`src/rtl/cpmg_pulse_sequencer.sv`:
```
// Multi-channel CPMG pulse/echo timing generator driven by one free-running period counter.
// Config is shadowed at the period boundary so a host update never tears a running sequence.
module cpmg_pulse_sequencer #(
  parameter int NCH      = 2,
  parameter int CW       = 32,
  parameter int TW       = 16,
  parameter int AW       = 7,
  parameter int ATT_STEP = 6,
  parameter int GUARD    = 20
) (
  input  logic              clk_pll,
  input  logic              reset,
  input  logic [CW-1:0]     per,
  input  logic              cw_mode,
  input  logic [NCH-1:0]    cw_mask,
  input  logic [NCH*TW-1:0] p1st,
  input  logic [NCH*TW-1:0] p1wid,
  input  logic [NCH*TW-1:0] del,
  input  logic [NCH*TW-1:0] p2wid,
  input  logic [NCH*8-1:0]  npi,
  input  logic [AW-1:0]     pr_att,
  output logic              sync_on,
  output logic [NCH-1:0]    pulse_on,
  output logic [AW-1:0]     pre_att,
  output logic              pre_block,
  output logic              period_start
);

  typedef enum logic [2:0] {WAIT_P1, P1, WAIT_PI, PI, DONE} ch_state_t;

  function automatic logic [AW-1:0] sat_add(input logic [AW-1:0] a);
    logic [AW:0] sum;
    sum = {1'b0, a} + (AW+1)'(ATT_STEP);
    return sum[AW] ? {AW{1'b1}} : sum[AW-1:0];
  endfunction

  logic [CW-1:0]     per_sh;
  logic              cw_sh;
  logic [NCH-1:0]    mask_sh;
  logic [NCH*TW-1:0] p1st_sh, p1wid_sh, del_sh, p2wid_sh;
  logic [NCH*8-1:0]  npi_sh;
  logic [AW-1:0]     pr_att_sh;

  logic [CW-1:0] cnt;
  logic [CW-1:0] period;
  logic          last;

  assign period = (per_sh < CW'(2)) ? CW'(2) : per_sh;
  assign last   = (cnt == period - CW'(1));

  // NOTE: sequential state is written with non-blocking assignments only, so every
  // register samples the pre-edge value of its neighbours regardless of block order.
  always_ff @(posedge clk_pll) begin
    if (reset || last) begin
      per_sh    <= per;
      cw_sh     <= cw_mode;
      mask_sh   <= cw_mask;
      p1st_sh   <= p1st;
      p1wid_sh  <= p1wid;
      del_sh    <= del;
      p2wid_sh  <= p2wid;
      npi_sh    <= npi;
      pr_att_sh <= pr_att;
    end
  end

  always_ff @(posedge clk_pll) begin
    if (reset || last) cnt <= '0;
    else               cnt <= cnt + CW'(1);
  end

  logic [NCH-1:0] pulse_act;
  logic [NCH-1:0] p1_act;

  for (genvar k = 0; k < NCH; k++) begin : g_ch
    logic [CW-1:0] s, w1, d, w2;
    logic [7:0]    n;
    ch_state_t     st_q, st_d;
    logic [CW-1:0] edge_q, edge_d;
    logic [7:0]    pc_q, pc_d;

    assign s  = CW'(p1st_sh[k*TW +: TW]);
    assign w1 = CW'(p1wid_sh[k*TW +: TW]);
    assign d  = CW'(del_sh[k*TW +: TW]);
    assign w2 = CW'(p2wid_sh[k*TW +: TW]);
    assign n  = npi_sh[k*8 +: 8];

    // Resolve the state that applies at the current count; the chained ifs let
    // zero-length phases fall through in the same cycle.
    // NOTE: every variable gets a default at the top so no path leaves it unassigned,
    // which keeps this block free of inferred latches.
    always_comb begin
      st_d   = st_q;
      edge_d = edge_q;
      pc_d   = pc_q;
      if (st_d == WAIT_P1 && cnt == s) begin
        st_d   = P1;
        edge_d = s + w1;
      end
      if (st_d == P1 && cnt == edge_d) begin
        st_d   = WAIT_PI;
        edge_d = edge_d + d;
      end
      if (st_d == WAIT_PI && cnt == edge_d) begin
        if (w2 == '0 || pc_d == n) begin
          st_d = DONE;
        end else begin
          st_d   = PI;
          edge_d = edge_d + w2;
        end
      end
      if (st_d == PI && cnt == edge_d) begin
        pc_d = pc_d + 8'd1;
        if (pc_d == n) begin
          st_d = DONE;
        end else begin
          st_d   = WAIT_PI;
          edge_d = edge_d + d + d;
        end
      end
      // A zero tau re-enters the next pi pulse immediately.
      if (st_d == WAIT_PI && cnt == edge_d) begin
        st_d   = PI;
        edge_d = edge_d + w2;
      end
    end

    always_ff @(posedge clk_pll) begin
      if (reset || last || cw_sh) begin
        st_q   <= WAIT_P1;
        edge_q <= '0;
        pc_q   <= '0;
      end else begin
        st_q   <= st_d;
        edge_q <= edge_d;
        pc_q   <= pc_d;
      end
    end

    assign pulse_act[k] = (st_d == P1) || (st_d == PI);
    assign p1_act[k]    = (st_d == P1);
  end

  logic [CW-1:0] sync_end;
  logic          in_guard;
  logic          mode_q;

  assign sync_end = CW'(p1st_sh[0 +: TW]) + CW'(p1wid_sh[0 +: TW])
                  + CW'(del_sh[0 +: TW])  + CW'(p2wid_sh[0 +: TW]);
  assign in_guard = (period > CW'(GUARD)) && (cnt >= period - CW'(GUARD));

  always_ff @(posedge clk_pll) begin
    if (reset) begin
      sync_on      <= 1'b0;
      pulse_on     <= '0;
      pre_att      <= sat_add(pr_att);
      pre_block    <= 1'b0;
      period_start <= 1'b0;
      mode_q       <= 1'b0;
    end else begin
      period_start <= (cnt == '0);
      sync_on      <= (cnt < sync_end);
      pulse_on     <= cw_sh ? mask_sh : pulse_act;
      mode_q       <= cw_sh;
      // Second stage: follows pulse_on by one cycle, forced high in CW mode.
      pre_block    <= mode_q | (|pulse_on);
      if (!cw_sh && ((|p1_act) || in_guard)) pre_att <= sat_add(pr_att_sh);
      else                                   pre_att <= pr_att_sh;
    end
  end

endmodule

```
`config.mk`:
```
export PLATFORM = sky130hd
export DESIGN_NAME = cpmg_pulse_sequencer
export DESIGN_NICKNAME = d
export VERILOG_FILES = /design/src/rtl/cpmg_pulse_sequencer.sv
export SDC_FILE = /design/constraint.sdc
export NUM_CORES = 2
export LEC_CHECK = 0
export BUFFER_PORTS_ARGS = -buffer_cell sky130_fd_sc_hd__buf_2
export CAP_MARGIN = 5
export CORE_ASPECT_RATIO = 2
export CORE_MARGIN = 2
export CORE_UTILIZATION = 64
export CTS_BUF_LIST = sky130_fd_sc_hd__clkbuf_4 sky130_fd_sc_hd__clkbuf_8 sky130_fd_sc_hd__clkbuf_16
export CTS_CLUSTER_SIZE = 10
export DETAILED_ROUTE_END_ITERATION = 8
export PLACE_DENSITY = 0.84
export SLEW_MARGIN = 5
export SYNTH_ARGS = -nofsm -noshare
export SYNTH_HDL_FRONTEND = slang
export SYNTH_SLANG_ARGS = --single-unit
```
`constraint.sdc`:
```
create_clock -name clk_pll -period 14.7 [get_ports clk_pll]
set_input_delay 0.735 -clock clk_pll [delete_from_list [all_inputs] [get_ports clk_pll]]
set_output_delay 0.735 -clock clk_pll [all_outputs]
set_load 0.05 [all_outputs]
```
==> results.cfg, run 1 <==
[status]
status = stopped before the end
lastStage = global routing (5_1_grt)
firstError = [ERROR GRT-0116] Global routing finished with congestion. Check the congestion regions in the DRC Viewer.

[synthesis]
ys_ff_latch = 317
seq_area_frac_synth_pct = 24.5
synth_area_um2 = 33500
synth_warnings = 0
syn-num-nets = 4503
async_flop_share_pct = 0
synth_cells = 4053
synth_cell_types = 107
syn_avg_cell_area_um2 = 8.27
synth_edf_count = 186
synth_flop_cell = edfxtp_1

[floorplan]
start_util_pct = 64.7
io_pins = 200
fp-row-count = 118
die_width_um = 166
die_h_um = 328

[grt]
grt_pass1_vias = 42300
grt_max_degree = 70
grtUsageTotal_pct = 73.9
grt_pass1_wl_um = 311000
gr-total-overflow = 752

[clock_network]
cts_hold_buf = 0
cts_sinks = 317
cts-resized-gates = 0
cts_made_buffers = 39
htreeDepth = 2
cts_setup_buffers = 0
clock_path_buffers = 3
root_buffer = clkbuf_16

[placed_design]
hpwl_um = 127000
place_congestion = 1.25
portBuffers = 199
metrics by stage:
| stage | area, µm² | hold WS, ns | util (%) | cells | setup slack [ns] |
|---|---|---|---|---|---|
| global placement | 36000 | 0.425 | 69.4 | 4913 | 1.27 |
| CTS | 37200 | 0.302 | 71.8 | 4982 | 0.928 |
| floorplan | 33500 | 0.415 | - | 4053 | 2.79 |
| detailed placement | 36000 | 0.438 | 69.4 | 4913 | 1.10 |
cell usage after synthesis (32+ instances only):
cell	n	share of area, %
mux2_2	56	1.9
mux2i_1	64	1.9
xnor2_1	377	9.8
a21oi_1	277	4.1
nand4_1	87	1.6
nor2_1	342	3.8
o21a_1	32	0.72
and2_1	35	0.65
a21o_1	72	1.6
o21ai_0	143	2.1
edfxtp_1	186	17
inv_1	220	2.5
clkbuf_1	107	1.2
nor3_1	135	2.0
dfxtp_1	131	7.8
ha_1	235	8.8
o211ai_1	41	0.92
nand2b_1	49	0.91
nor4_1	91	1.7
nand2_1	291	3.3
o21bai_1	71	1.6
nor2b_1	42	0.78
xor2_1	167	4.4
nand3_1	122	1.8
and3_1	52	0.97
or3_1	33	0.62
per-layer routing:
| metal | GRT overflow | track usage [%] |
|---|---|---|
| met1 | 12 | 69.6 |
| met2 | 474 | 97.9 |
| met3 | 9 | 51.3 |
| met4 | 256 | 81.9 |
| met5 | 1 | 16.4 |
kinds of logic after synthesis:
group / count (synthesis) / share of synthesized area (%)
simple gates: 1477 / 23.5
compound gates: 925 / 18.4
xor+xnor: 552 / 14.7
buf+inv: 398 / 4.72
flops: 317 / 24.5
fa+ha+maj: 262 / 10.4
mux: 122 / 3.88
==> inputs of run 2 (changes only) <==
Settings changed: CORE_ASPECT_RATIO 2 to default, CORE_UTILIZATION 64 to 40, CTS_BUF_LIST sky130_fd_sc_hd__clkbuf_4 sky130_fd_sc_hd__clkbuf_8 sky130_fd_sc_hd__clkbuf_16 to default, CTS_CLUSTER_SIZE 10 to default, PLACE_DENSITY 0.84 to default, PLACE_DENSITY_LB_ADDON from default to 0.15.
==> run 2 against run 1 <==
Against the previous run: the flow now finishes without violations; synthesized area did not move; synthesized cell count is the same.
==> results.cfg, run 2 <==
[sta]
final.period_utilization_pct = 93.9
slew_headroom_pct = 24.2
slew_violations = 0
setup_viol = 0
skew_ns = 0.0271
rsz0062_at_grt = no
fmax_ghz = 0.0724
tightest_slew_ns = 1.14
finalHoldWorstSlack_ns = 0.296
hold_violations = 0
post-route-min-period_ns = 13.81
setup_tns_ns = 0

[routing]
wl_per_cell_um = 25.9
vias = 32200
drc_errors = 0
wirelength_um = 139000
vias_per_cell = 6.01
first_iter_violations = 2947
drtAntennaViolNets = 0
first_pass_iters = 6

[grt]
antenna_found_initial = 3
grt_max_degree = 81
grt_pass1_vias = 31000
grt_pass1_wl_um = 203000
gr-total-overflow = 0
grtUsageTotal_pct = 31.5

[power]
p_leak_nw = 15.2
power.density_nw_per_um2 = 71.1
ir_worst_vdd_uv = 91.0

[clock_network]
htreeDepth = 2
worstSkewPairLatency_ns = 0.61
cts-resized-gates = 0
cts_tree = yes
cts_setup_buffers = 0
cts.clk_slew.worst_paths_ns = 0.06
cts_hold_buf = 0
root_buffer = clkbuf_16
clock_path_buffers = 3
cts_sinks = 317
cts_made_buffers = 43

[placed_design]
dpl-instance-area_um2 = 36000
place_congestion = 1.03
portBuffers = 199
hpwl_um = 110000

[synthesis]
synth_common_cells = xnor2_1, nor2_1, nand2_1
synth_top_area_share_pct = 16.7
async_flop_share_pct = 0
synth_cell_types = 107
synth_cells = 4053
ys_top_cells_by_area = edfxtp_1, xnor2_1, ha_1
synth.most_common_cell = xnor2_1
synth_edf_count = 186
seq_area_frac_synth_pct = 24.5
synth_flop_cell = edfxtp_1
synth_warnings = 0
yosysTopAreaCell = edfxtp_1
ys_ff_latch = 317
syn_avg_cell_area_um2 = 8.27
synth_area_um2 = 33500
syn-num-nets = 4503

[finish]
fill_cells = 8398
num_antenna_cells = 0
final_net_count = 4682
multiInputGateArea_um2 = 23800
syn_to_final_growth_pct = 11.6
layout-drive-gt1-share_pct = 12.2
seqCellArea_um2 = 8210
layout_common_cells = xnor2_1, nor2_1, nand2_1
final_common_cell = xnor2_1
max_flop_register = g_ch.edge_q
fin_area_um2 = 37400
post-route-util_pct = 45.0
largest_reg_flops = 64

[floorplan]
core_um2 = 83300
die_h_um = 294
die_width_um = 294
start_util_pct = 40.3
io_pins = 200
fp-row-count = 106
die-area_um2 = 86200

[worst_setup_path]
cp.required_ns = 15.13
cp-endpoint = g_ch[0].edge_q[23]$_SDFF_PP0_
reg2reg_slack_ns = 0.89
cp_max_fo = 44
worst-path-stages = 49
slowest_stage = a2111oi_0
cp_data_arrival_time_ns = 14.23
crit_buf_inv = 3
critPathCaptureType = flop
cp_top_family = compound AO/OA/AOI/OAI gates
timing.rr.start = cnt[0]$_SDFF_PP0_
slowest_delay_ns = 0.88
crit_type = reg -> reg
r2r-end = g_ch[0].edge_q[23]$_SDFF_PP0_
critPathLaunch = cnt[0]$_SDFF_PP0_
critPathLaunchType = flop
cpMostUsedCell = a21oi_1
ff2ff_path_depth = 49

[status]
status = finished clean

[run]
maxCapViolCount = 0

[worst_hold_path]
min_path_type = in -> reg
run 2: cell counts after synthesis:
Identical to the previous run, type by type.
run 2: report_power, final:
| part | total, mW | switching [mW] | leakage (nW) | internal (mW) |
|---|---|---|---|---|
| combinational | 0.520 | 0.310 | 11.6 | 0.210 |
| sequential | 1.02 | 0.0436 | 2.88 | 0.978 |
| clock | 1.12 | 0.450 | 0.721 | 0.669 |
run 2: per-stage QoR:
| step | setup WS (ns) | power, mW | std cells |
|---|---|---|---|
| final | 0.894 | 2.66 | 5347 |
| after global routing | 0.0663 | 2.78 | 5347 |
| after CTS | 1.10 | 2.68 | 5347 |
| after detailed placement | 1.13 | 1.55 | 5267 |
| after global placement | 1.40 | 1.55 | 5267 |
| after floorplan | 2.79 | 1.39 | 4053 |
run 2: how the worst min path moves through the flow:
stage,startpoint,to,slack (ns),cells after the start
floorplan,mode_q$_SDFF_PP0_,pre_block$_SDFF_PP0_,0.42,2
global placement,mode_q$_SDFF_PP0_,pre_block$_SDFF_PP0_,0.42,2
detailed placement,mode_q$_SDFF_PP0_,pre_block$_SDFF_PP0_,0.43,2
CTS,p1wid[23],p1wid_sh[23]$_DFFE_PP_,0.27,1
global route,p1wid[23],p1wid_sh[23]$_DFFE_PP_,0.29,1
finish,p1wid[23],p1wid_sh[23]$_DFFE_PP_,0.30,1
run 2: cell families (layout without fill, tap and decap cells):
kind of cell / count (synthesis) / in the layout / synth area share, %
AOI/OAI and AO/OA: 925 / 925 / 18.4
buffers and inverters: 398 / 612 / 4.72
muxes: 122 / 122 / 3.88
xor gates and xnor gates: 552 / 552 / 14.7
adders and majority gates: 262 / 262 / 10.4
DFF: 317 / 317 / 24.5
and+or+nand+nor: 1477 / 1477 / 23.5
run 2: layout make-up:
class	instances	share of cell area (%)
Tap cell	1080	3.61
Timing Repair Buffer	302	4.72
Multi-Input combinational cell	3338	63.5
Clock buffer	57	3.12
Inverter	230	2.31
Clock inverter	23	0.799
Sequential cell	317	21.9
run 2: layer usage:
| metal | vias up | share of wire, % | global-route usage [%] |
|---|---|---|---|
| met5 | - | 0 | 0 |
| met4 | 0 | 6.0 | 16.9 |
| met3 | 353 | 6.7 | 4.03 |
| met2 | 1338 | 46 | 52.2 |
| met1 | 15300 | 41 | 39.9 |
| li1 | 15200 | - | - |
Power figures use the tool's default switching activity.
